==> src/rtl/picorv32_pcpi_pkg.sv <==
// Shared types and constants for the PCPI co-processor mux.
// Slot numbering and RV32M encodings used by the mux and its bench.
package picorv32_pcpi_pkg;

    localparam int PCPI_W = 32;

    localparam int CP_DIV = 0;
    localparam int CP_MUL = 1;

    localparam logic [6:0] OPC_OP    = 7'b0110011;
    localparam logic [6:0] F7_MULDIV = 7'b0000001;

    typedef enum logic [1:0] {
        IDLE,
        CLAIM,
        BUSY,
        DRAIN
    } state_t;

endpackage

==> src/rtl/picorv32_pcpi_prio_enc.sv <==
// Lowest-index priority encoder for co-processor claim bits.
// Reports whether any bit is set, its index, and whether several are.
module picorv32_pcpi_prio_enc #(
    parameter int N  = 2,
    parameter int IW = 1
) (
    input  logic [N-1:0]  i_req,
    output logic          o_any,
    output logic [IW-1:0] o_idx,
    output logic          o_multi
);

    always_comb begin
        o_idx = '0;
        for (int i = N - 1; i >= 0; i--) begin
            if (i_req[i]) begin
                o_idx = IW'(i);
            end
        end
    end

    assign o_any   = |i_req;
    assign o_multi = |(i_req & (i_req - N'(1)));

endmodule

==> src/rtl/picorv32_pcpi_mux.sv <==
// PCPI request router: broadcasts to co-processor slots, claims an owner,
// registers its response, times out unclaimed requests.
module picorv32_pcpi_mux
    import picorv32_pcpi_pkg::*;
#(
    parameter int NUM_CP  = 2,
    parameter int TIMEOUT = 16
) (
    input  logic                     clk,
    input  logic                     reset,
    input  logic                     pcpi_valid,
    input  logic [PCPI_W-1:0]        pcpi_insn,
    input  logic [PCPI_W-1:0]        pcpi_rs1,
    input  logic [PCPI_W-1:0]        pcpi_rs2,
    output logic                     pcpi_wr,
    output logic [PCPI_W-1:0]        pcpi_rd,
    output logic                     pcpi_wait,
    output logic                     pcpi_ready,
    output logic                     pcpi_timeout,
    output logic                     pcpi_conflict,
    output logic                     cp_valid,
    output logic [PCPI_W-1:0]        cp_insn,
    output logic [PCPI_W-1:0]        cp_rs1,
    output logic [PCPI_W-1:0]        cp_rs2,
    input  logic [NUM_CP-1:0]        cp_wr,
    input  logic [PCPI_W*NUM_CP-1:0] cp_rd,
    input  logic [NUM_CP-1:0]        cp_wait,
    input  logic [NUM_CP-1:0]        cp_ready
);

    localparam int IW = (NUM_CP > 1) ? $clog2(NUM_CP) : 1;
    localparam logic [7:0] TO_LAST = 8'(TIMEOUT - 1);

    state_t              r_state, w_state;
    logic [IW-1:0]       r_owner, w_owner;
    logic [7:0]          r_cnt, w_cnt;
    logic                r_ready, w_ready;
    logic                r_wr, w_wr;
    logic [PCPI_W-1:0]   r_rd, w_rd;
    logic                r_wait, w_wait;
    logic                r_timeout, w_timeout;
    logic                r_conflict, w_conflict;

    logic [NUM_CP-1:0]   w_claim;
    logic                w_any;
    logic                w_multi;
    logic [IW-1:0]       w_idx;
    logic [IW-1:0]       w_sel;
    logic                w_sel_rdy;
    logic                w_sel_wait;
    logic                w_sel_wr;
    logic [PCPI_W-1:0]   w_sel_rd;

    assign w_claim = cp_wait | cp_ready;

    picorv32_pcpi_prio_enc #(
        .N  (NUM_CP),
        .IW (IW)
    ) u_enc (
        .i_req   (w_claim),
        .o_any   (w_any),
        .o_idx   (w_idx),
        .o_multi (w_multi)
    );

    // In CLAIM the owner is not registered yet, so look at the encoder.
    assign w_sel = (r_state == CLAIM) ? w_idx : r_owner;

    always_comb begin
        w_sel_rdy  = 1'b0;
        w_sel_wait = 1'b0;
        w_sel_wr   = 1'b0;
        w_sel_rd   = '0;
        for (int i = 0; i < NUM_CP; i++) begin
            if (IW'(i) == w_sel) begin
                w_sel_rdy  = cp_ready[i];
                w_sel_wait = cp_wait[i];
                w_sel_wr   = cp_wr[i];
                w_sel_rd   = cp_rd[PCPI_W*i +: PCPI_W];
            end
        end
    end

    always_comb begin
        w_state    = r_state;
        w_owner    = r_owner;
        w_cnt      = r_cnt;
        w_ready    = 1'b0;
        w_wr       = 1'b0;
        w_rd       = '0;
        w_wait     = 1'b0;
        w_timeout  = 1'b0;
        w_conflict = 1'b0;
        unique case (r_state)
            IDLE: begin
                if (pcpi_valid) begin
                    w_state = CLAIM;
                    w_cnt   = '0;
                end
            end
            CLAIM: begin
                if (w_any) begin
                    w_owner    = w_idx;
                    w_conflict = w_multi;
                    if (w_sel_rdy) begin
                        w_ready = 1'b1;
                        w_wr    = w_sel_wr;
                        w_rd    = w_sel_rd;
                        w_state = DRAIN;
                    end else if (!pcpi_valid) begin
                        w_state = DRAIN;
                    end else begin
                        w_wait  = w_sel_wait;
                        w_state = BUSY;
                    end
                end else if (!pcpi_valid) begin
                    w_state = DRAIN;
                end else if (r_cnt == TO_LAST) begin
                    w_timeout = 1'b1;
                    w_state   = DRAIN;
                end else if (r_cnt != 8'hFF) begin
                    w_cnt = r_cnt + 8'd1;
                end
            end
            BUSY: begin
                // A ready coinciding with abort still delivers.
                if (w_sel_rdy) begin
                    w_ready = 1'b1;
                    w_wr    = w_sel_wr;
                    w_rd    = w_sel_rd;
                    w_state = DRAIN;
                end else if (!pcpi_valid) begin
                    w_state = DRAIN;
                end else begin
                    w_wait = w_sel_wait;
                end
            end
            DRAIN: begin
                w_state = IDLE;
            end
            default: begin
                w_state = IDLE;
            end
        endcase
    end

    always_ff @(posedge clk) begin
        if (reset) begin
            r_state    <= IDLE;
            r_owner    <= '0;
            r_cnt      <= '0;
            r_ready    <= 1'b0;
            r_wr       <= 1'b0;
            r_rd       <= '0;
            r_wait     <= 1'b0;
            r_timeout  <= 1'b0;
            r_conflict <= 1'b0;
        end else begin
            r_state    <= w_state;
            r_owner    <= w_owner;
            r_cnt      <= w_cnt;
            r_ready    <= w_ready;
            r_wr       <= w_wr;
            r_rd       <= w_rd;
            r_wait     <= w_wait;
            r_timeout  <= w_timeout;
            r_conflict <= w_conflict;
        end
    end

    assign cp_valid = pcpi_valid && ((r_state == CLAIM) || (r_state == BUSY));
    assign cp_insn  = pcpi_insn;
    assign cp_rs1   = pcpi_rs1;
    assign cp_rs2   = pcpi_rs2;

    assign pcpi_ready    = r_ready;
    assign pcpi_wr       = r_wr;
    assign pcpi_rd       = r_rd;
    assign pcpi_wait     = r_wait;
    assign pcpi_timeout  = r_timeout;
    assign pcpi_conflict = r_conflict;

endmodule

==> config.mk <==
export PLATFORM = sky130hd
export DESIGN_NAME = picorv32_pcpi_mux
export DESIGN_NICKNAME = d
export VERILOG_FILES = /design/src/rtl/picorv32_pcpi_pkg.sv /design/src/rtl/picorv32_pcpi_prio_enc.sv /design/src/rtl/picorv32_pcpi_mux.sv
export SDC_FILE = /design/constraint.sdc
export NUM_CORES = 1
export LEC_CHECK = 0
export ABC_AREA = 1
export CORE_ASPECT_RATIO = 1.2
export CORE_MARGIN = 10
export CORE_UTILIZATION = 29
export DETAILED_ROUTE_END_ITERATION = 8
export PLACE_DENSITY = 0.81
export SLEW_MARGIN = 20
export SYNTH_ARGS = -nofsm -noshare
export SYNTH_HDL_FRONTEND = slang
export SYNTH_SLANG_ARGS = --single-unit
export TNS_END_PERCENT = 100
==> constraint.sdc <==
create_clock -name clk -period 1.7 [get_ports clk]
set_input_delay 0.255 -clock clk [delete_from_list [all_inputs] [get_ports clk]]
set_output_delay 0.255 -clock clk [all_outputs]
set_load 0.01 [all_outputs]
-- Word-level counts from Yosys, hierarchy flattened
Cells that the tools add are included.
- reductions and logical operators: 11
- equal/unequal tests: 12
- $add $sub $neg: 2
- muxes and demuxes: 36
- bitwise gates (word level): 5
- operator list (operator ; number):
    32-bit 2-to-1 mux ; 3
    32-bit case mux with 2 select lines ; 1
    8-bit 2-to-1 mux ; 5
    1-bit 2-to-1 mux ; 16
    8-bit case mux with 2 select lines ; 1
    2-bit 2-to-1 mux ; 6
    8-bit by 1-bit adder with 8-bit output, second input constant ; 1
    8-bit by 4-bit equality test with 1-bit output, second input constant ; 1
    2-bit != test, second input constant ; 4
    8-bit != test, second input constant ; 1
    2-bit case mux with 4 select lines ; 1
    1-bit case mux with 2 select lines ; 3
    6-bit AND reduction ; 1
    5-bit OR reduction ; 1
    2-bit equality test, second input constant ; 2
    4-bit by 2-bit != test with 1-bit output, second input constant ; 1
    2-bit OR reduction ; 2
    3-bit != test, second input constant ; 1
    1-bit NOT ; 3
    3-bit AND reduction ; 1
    3-bit OR reduction ; 1
    2-bit AND ; 1
    2-bit by 1-bit equality test with 1-bit output, second input constant ; 1
    2-bit zero test ; 1
    other kinds (7) ; 7
- register bits after elaboration: 48
- word-level logic and storage cells: 75
- input bits: 169
- output and inout bits: 134

-- Logic depth before layout (Yosys ltp)
- depth in word-level cells: 9
- mapped depth: 11
- depth with buffers taken out: 11

-- By module
From an unflattened synthesis, not the netlist that was laid out.
- cells, all modules: 384
- area total of the unflattened synthesis: 2989.1 sq um
- by module, submodules not included (module ; times used ; cells each ; sequential area each (sq um) ; area each (sq um)):
    picorv32_pcpi_mux ; 1 ; 378 ; 960.9 ; 2966.6
    picorv32_pcpi_prio_enc ; 1 ; 6 ; 0.0 ; 22.5

-- Least setup slack after synthesis
Ideal clock, no wire load.
- path type: register to register
- from: register r_state[1]
- to: register r_rd[0], in the netlist pcpi_rd[0]
- setup time: 0.115 ns
- data arrival time: 1.392 ns
- cell stages (with the launch flop): 10
- slack: 0.193 ns
- clock period less this slack: 1.507 ns
- path buffers: 1
- required time: 1.585 ns
- cells stage by stage: dfxtp_1 inv_1 ha_1 inv_2 nand2_1 a21boi_4 inv_2 buf_2 nand2_1 a21oi_2
- cells in the longest elaborated chain, start to end: 6
- elaborated cells on any way between the ends: 8
- classes of those cells: eq/ne: 2; mux: 6
- RTL lines (item ; line ; source):
    start, declared ; picorv32_pcpi_mux.sv:34 ; state_t r_state, w_state;
    start signal, assigned ; picorv32_pcpi_mux.sv:159 ; r_state <= w_state;
    2-bit by 1-bit equality test with 1-bit output ; picorv32_pcpi_mux.sv:67, picorv32_pcpi_mux.sv:94 ;
    1-bit 2-to-1 mux ; picorv32_pcpi_mux.sv:67 ; assign w_sel = (r_state == CLAIM) ? w_idx : r_owner;
    32-bit 2-to-1 mux or 1-bit 2-to-1 mux (tied branches) ; picorv32_pcpi_mux.sv:75 ; if (IW'(i) == w_sel) begin
    32-bit 2-to-1 mux ; picorv32_pcpi_mux.sv:105, picorv32_pcpi_mux.sv:127 ;
    32-bit 2-to-1 mux ; picorv32_pcpi_mux.sv:102 ; if (w_any) begin
    32-bit case mux with 2 select lines (*) ; picorv32_pcpi_mux.sv:94 ; unique case (r_state)
    end signal, assigned ; picorv32_pcpi_mux.sv:164 ; r_rd <= w_rd;
    end, declared ; picorv32_pcpi_mux.sv:39 ; logic [PCPI_W-1:0] r_rd, w_rd;
Every way passes the cells marked *; elsewhere a longest branch is shown, timed or not.
A chain may end at the register's enable or synchronous reset.

-- Final worst setup path
- from: register r_state[0]
- to: register r_rd[23], in the netlist pcpi_rd[23]
The elaborated chain is that of the path after synthesis.

==> impl_metrics.yaml <==
layout:
  fin_area_mm2: 0.00381
  mostFrequentLayoutCells: "108 x clkdlybuf4s50_1, 84 x nand2_1, 45 x dfxtp_1"
  fin_nets: 583
  diodes: 0
  drive_gt1_frac: 0.234
  layout_commonest_cell: "clkdlybuf4s50_1"
  syn2layout_area_growth_pct: 30.7
clock_network:
  cts_buffers: 5
  clock_latency_ps: 290
  htreeDepth: 2
  clock_path_buffers: 2
  cts_tree: "done"
  ctsRootBufferMaster: "clkbuf_16"
  path_clk_slew_ps: 60
  cts.sinks: 48
  cts_hold_buf: 0
critical_path:
  required_ps: 1920
  cp_max_fo: 9
  cp.arrival_ps: 1820
  cp-startpoint: "r_state[0]"
  critical_path.startpoint_type: "flip-flop"
  worstReg2RegStart: "r_state[0]"
  worst-setup-path-type: "flip-flop to flip-flop"
  cp-end-kind: "flip-flop"
min_path:
  min_path_type: "input pin to flip-flop"
  min_from: "cp_ready[0]"
power_and_ir_drop:
  ir_worst_vdd_mv: 0.499
  p_per_area_mw_per_mm2: 1290
  p_leak_nw: 1.52
placement:
  place_area_mm2: 0.00356
  place.gp.congestion: 0.859
  io_buffers: 110
  dpl_worst_slack_ps: -188
  dp_hpwl_um: 9620
sta:
  max_slew_margin: 0.755
  tns_ps: 0
  timing.final.ws_setup_ps: 102
  max_slew.worst_pin.slew_ps: 364
  slew_violations: 0
  min_period_ps: 1600
  hold_violations: 0
  setup-violations-final: 0
  max_freq_mhz: 626
  clock_skew_ps: 5.50
  whs_ps: 441
  fin_crit_sh: 0.940
logic_synthesis:
  synth_cell_types: 26
  avgSynthCellArea_um2: 7.78
  yosysSeqAreaShare: 0.329
  ys_seq_elements: 48
  synth_cells: 375
  yosys_warnings: 0
  syn-num-nets: 549
  synth.cell_area_mm2: 0.00292
flow_run:
  drv_cap: 0
drt:
  antenna_left: 0
  drt_pass1_iterations: 4
  remaining_drc_errors: 0
  initialDrtViolationCount: 87
  routed_wl_um: 11500
  num_vias: 2433
  wire_per_inst_um: 21.4
  post_drt_via_cell_ratio: 4.54
floorplan:
  die_area_mm2: 0.0145
  die_h_um: 130
  core_mm2: 0.00991
  start_util: 0.294
  io_pins: 303
  die_w_um: 112
  placementRows: 40
status:
  status: "completed"
global_routing:
  grt_max_degree: 34
  grt_pass1_vias: 2395
  grtUsageTotal: 0.142
  top_usage_layer: "met2"
  grt_util_met1: 0.103
  use_met3: 0.128
  grt_util_met2: 0.251
  grt_remaining_overflow: 0
  grt_pass1_wl_um: 15700
  antenna_found_initial: 0
[state kept, by name, summed over array words and instances (netlist names)]
name,flops
pcpi_timeout,1
pcpi_rd,32
pcpi_conflict,1
r_cnt,8
r_owner,1
pcpi_wr,1
pcpi_ready,1
r_state,2
pcpi_wait,1
[layout make-up]
type                            instances  area (um2)
Fill cell                             947        6100
Timing Repair Buffer                  133        1290
Multi-Input combinational cell        192        1100
Sequential cell                        48         965
Tap cell                              126         158
Clock buffer                            6         129
Inverter                               28         118
Clock inverter                          2        35.0
Timing Repair inverter                  1        8.76
[metal layers]
metal | part of all wire | up-vias
li1 | - | 1137
met3 | 0.19 | 37
met1 | 0.26 | 1074
met4 | 0.033 | 0
met5 | 0 | -
met2 | 0.52 | 185
[report_power, final]
group          leakage (nW)  internal [mW]  switching [mW]  total, mW
clock                0.0808          0.692           0.417       1.11
combinational          1.05           1.03            1.45       2.47
sequential            0.389           1.26          0.0642       1.32
total                  1.52           2.98            1.93       4.90
[metrics by stage]
step / instances / total power [mW] / util
after floorplan: 375 / 2.91 / -
after global placement: 526 / 3.47 / 0.359
after detailed placement: 526 / 3.54 / 0.359
after CTS: 534 / 4.71 / 0.377
after global routing: 536 / 5.20 / 0.385
final: 536 / 4.90 / 0.385
[Yosys cell counts, drive strengths merged]
cell type	number	area (um2)
inv	28	105
nor3	3	26.3
nand3	10	55.1
buf	106	792
a21oi	42	323
nand2	91	359
dfxtp	48	961
clkbuf	1	3.75
nand4	3	18.8
a21boi	1	18.8
ha	5	62.6
nor2	23	109
nor4	1	6.26
o21ai	10	50.0
xor2	3	26.3
[worst paths after layout]
path / endpoint / slack [ps] / cells past startpoint
max: pcpi_rd[23] / 100 / 9
min: pcpi_conflict / 440 / 3
min reg2reg: r_cnt[2] / 490 / 2
max reg2reg: pcpi_rd[23] / 100 / 9
[critical path: stages (launching register included)]
cell and delay (ps):
dfxtp_2 370, inv_1 100, ha_4 280, inv_1 60
nor3_4 200, inv_2 60, nor2_4 90, inv_2 50
buf_4 180, a21oi_2 120
[cell families after synthesis]
group | Yosys count | synth area share
simple gates | 131 | 0.197
compound gates | 53 | 0.134
flops | 48 | 0.329
xor+xnor | 3 | 0.00901
fa+ha+maj | 5 | 0.0215
buf+inv | 135 | 0.309
[repair_timing]
item,in CTS,in global routing
cloned,0,1
endpoints found under the setup margin,36,45
pin swaps,0,1
buffers inserted,0,1
gates resized for setup,9,18
Power figures use the tool's default switching activity.
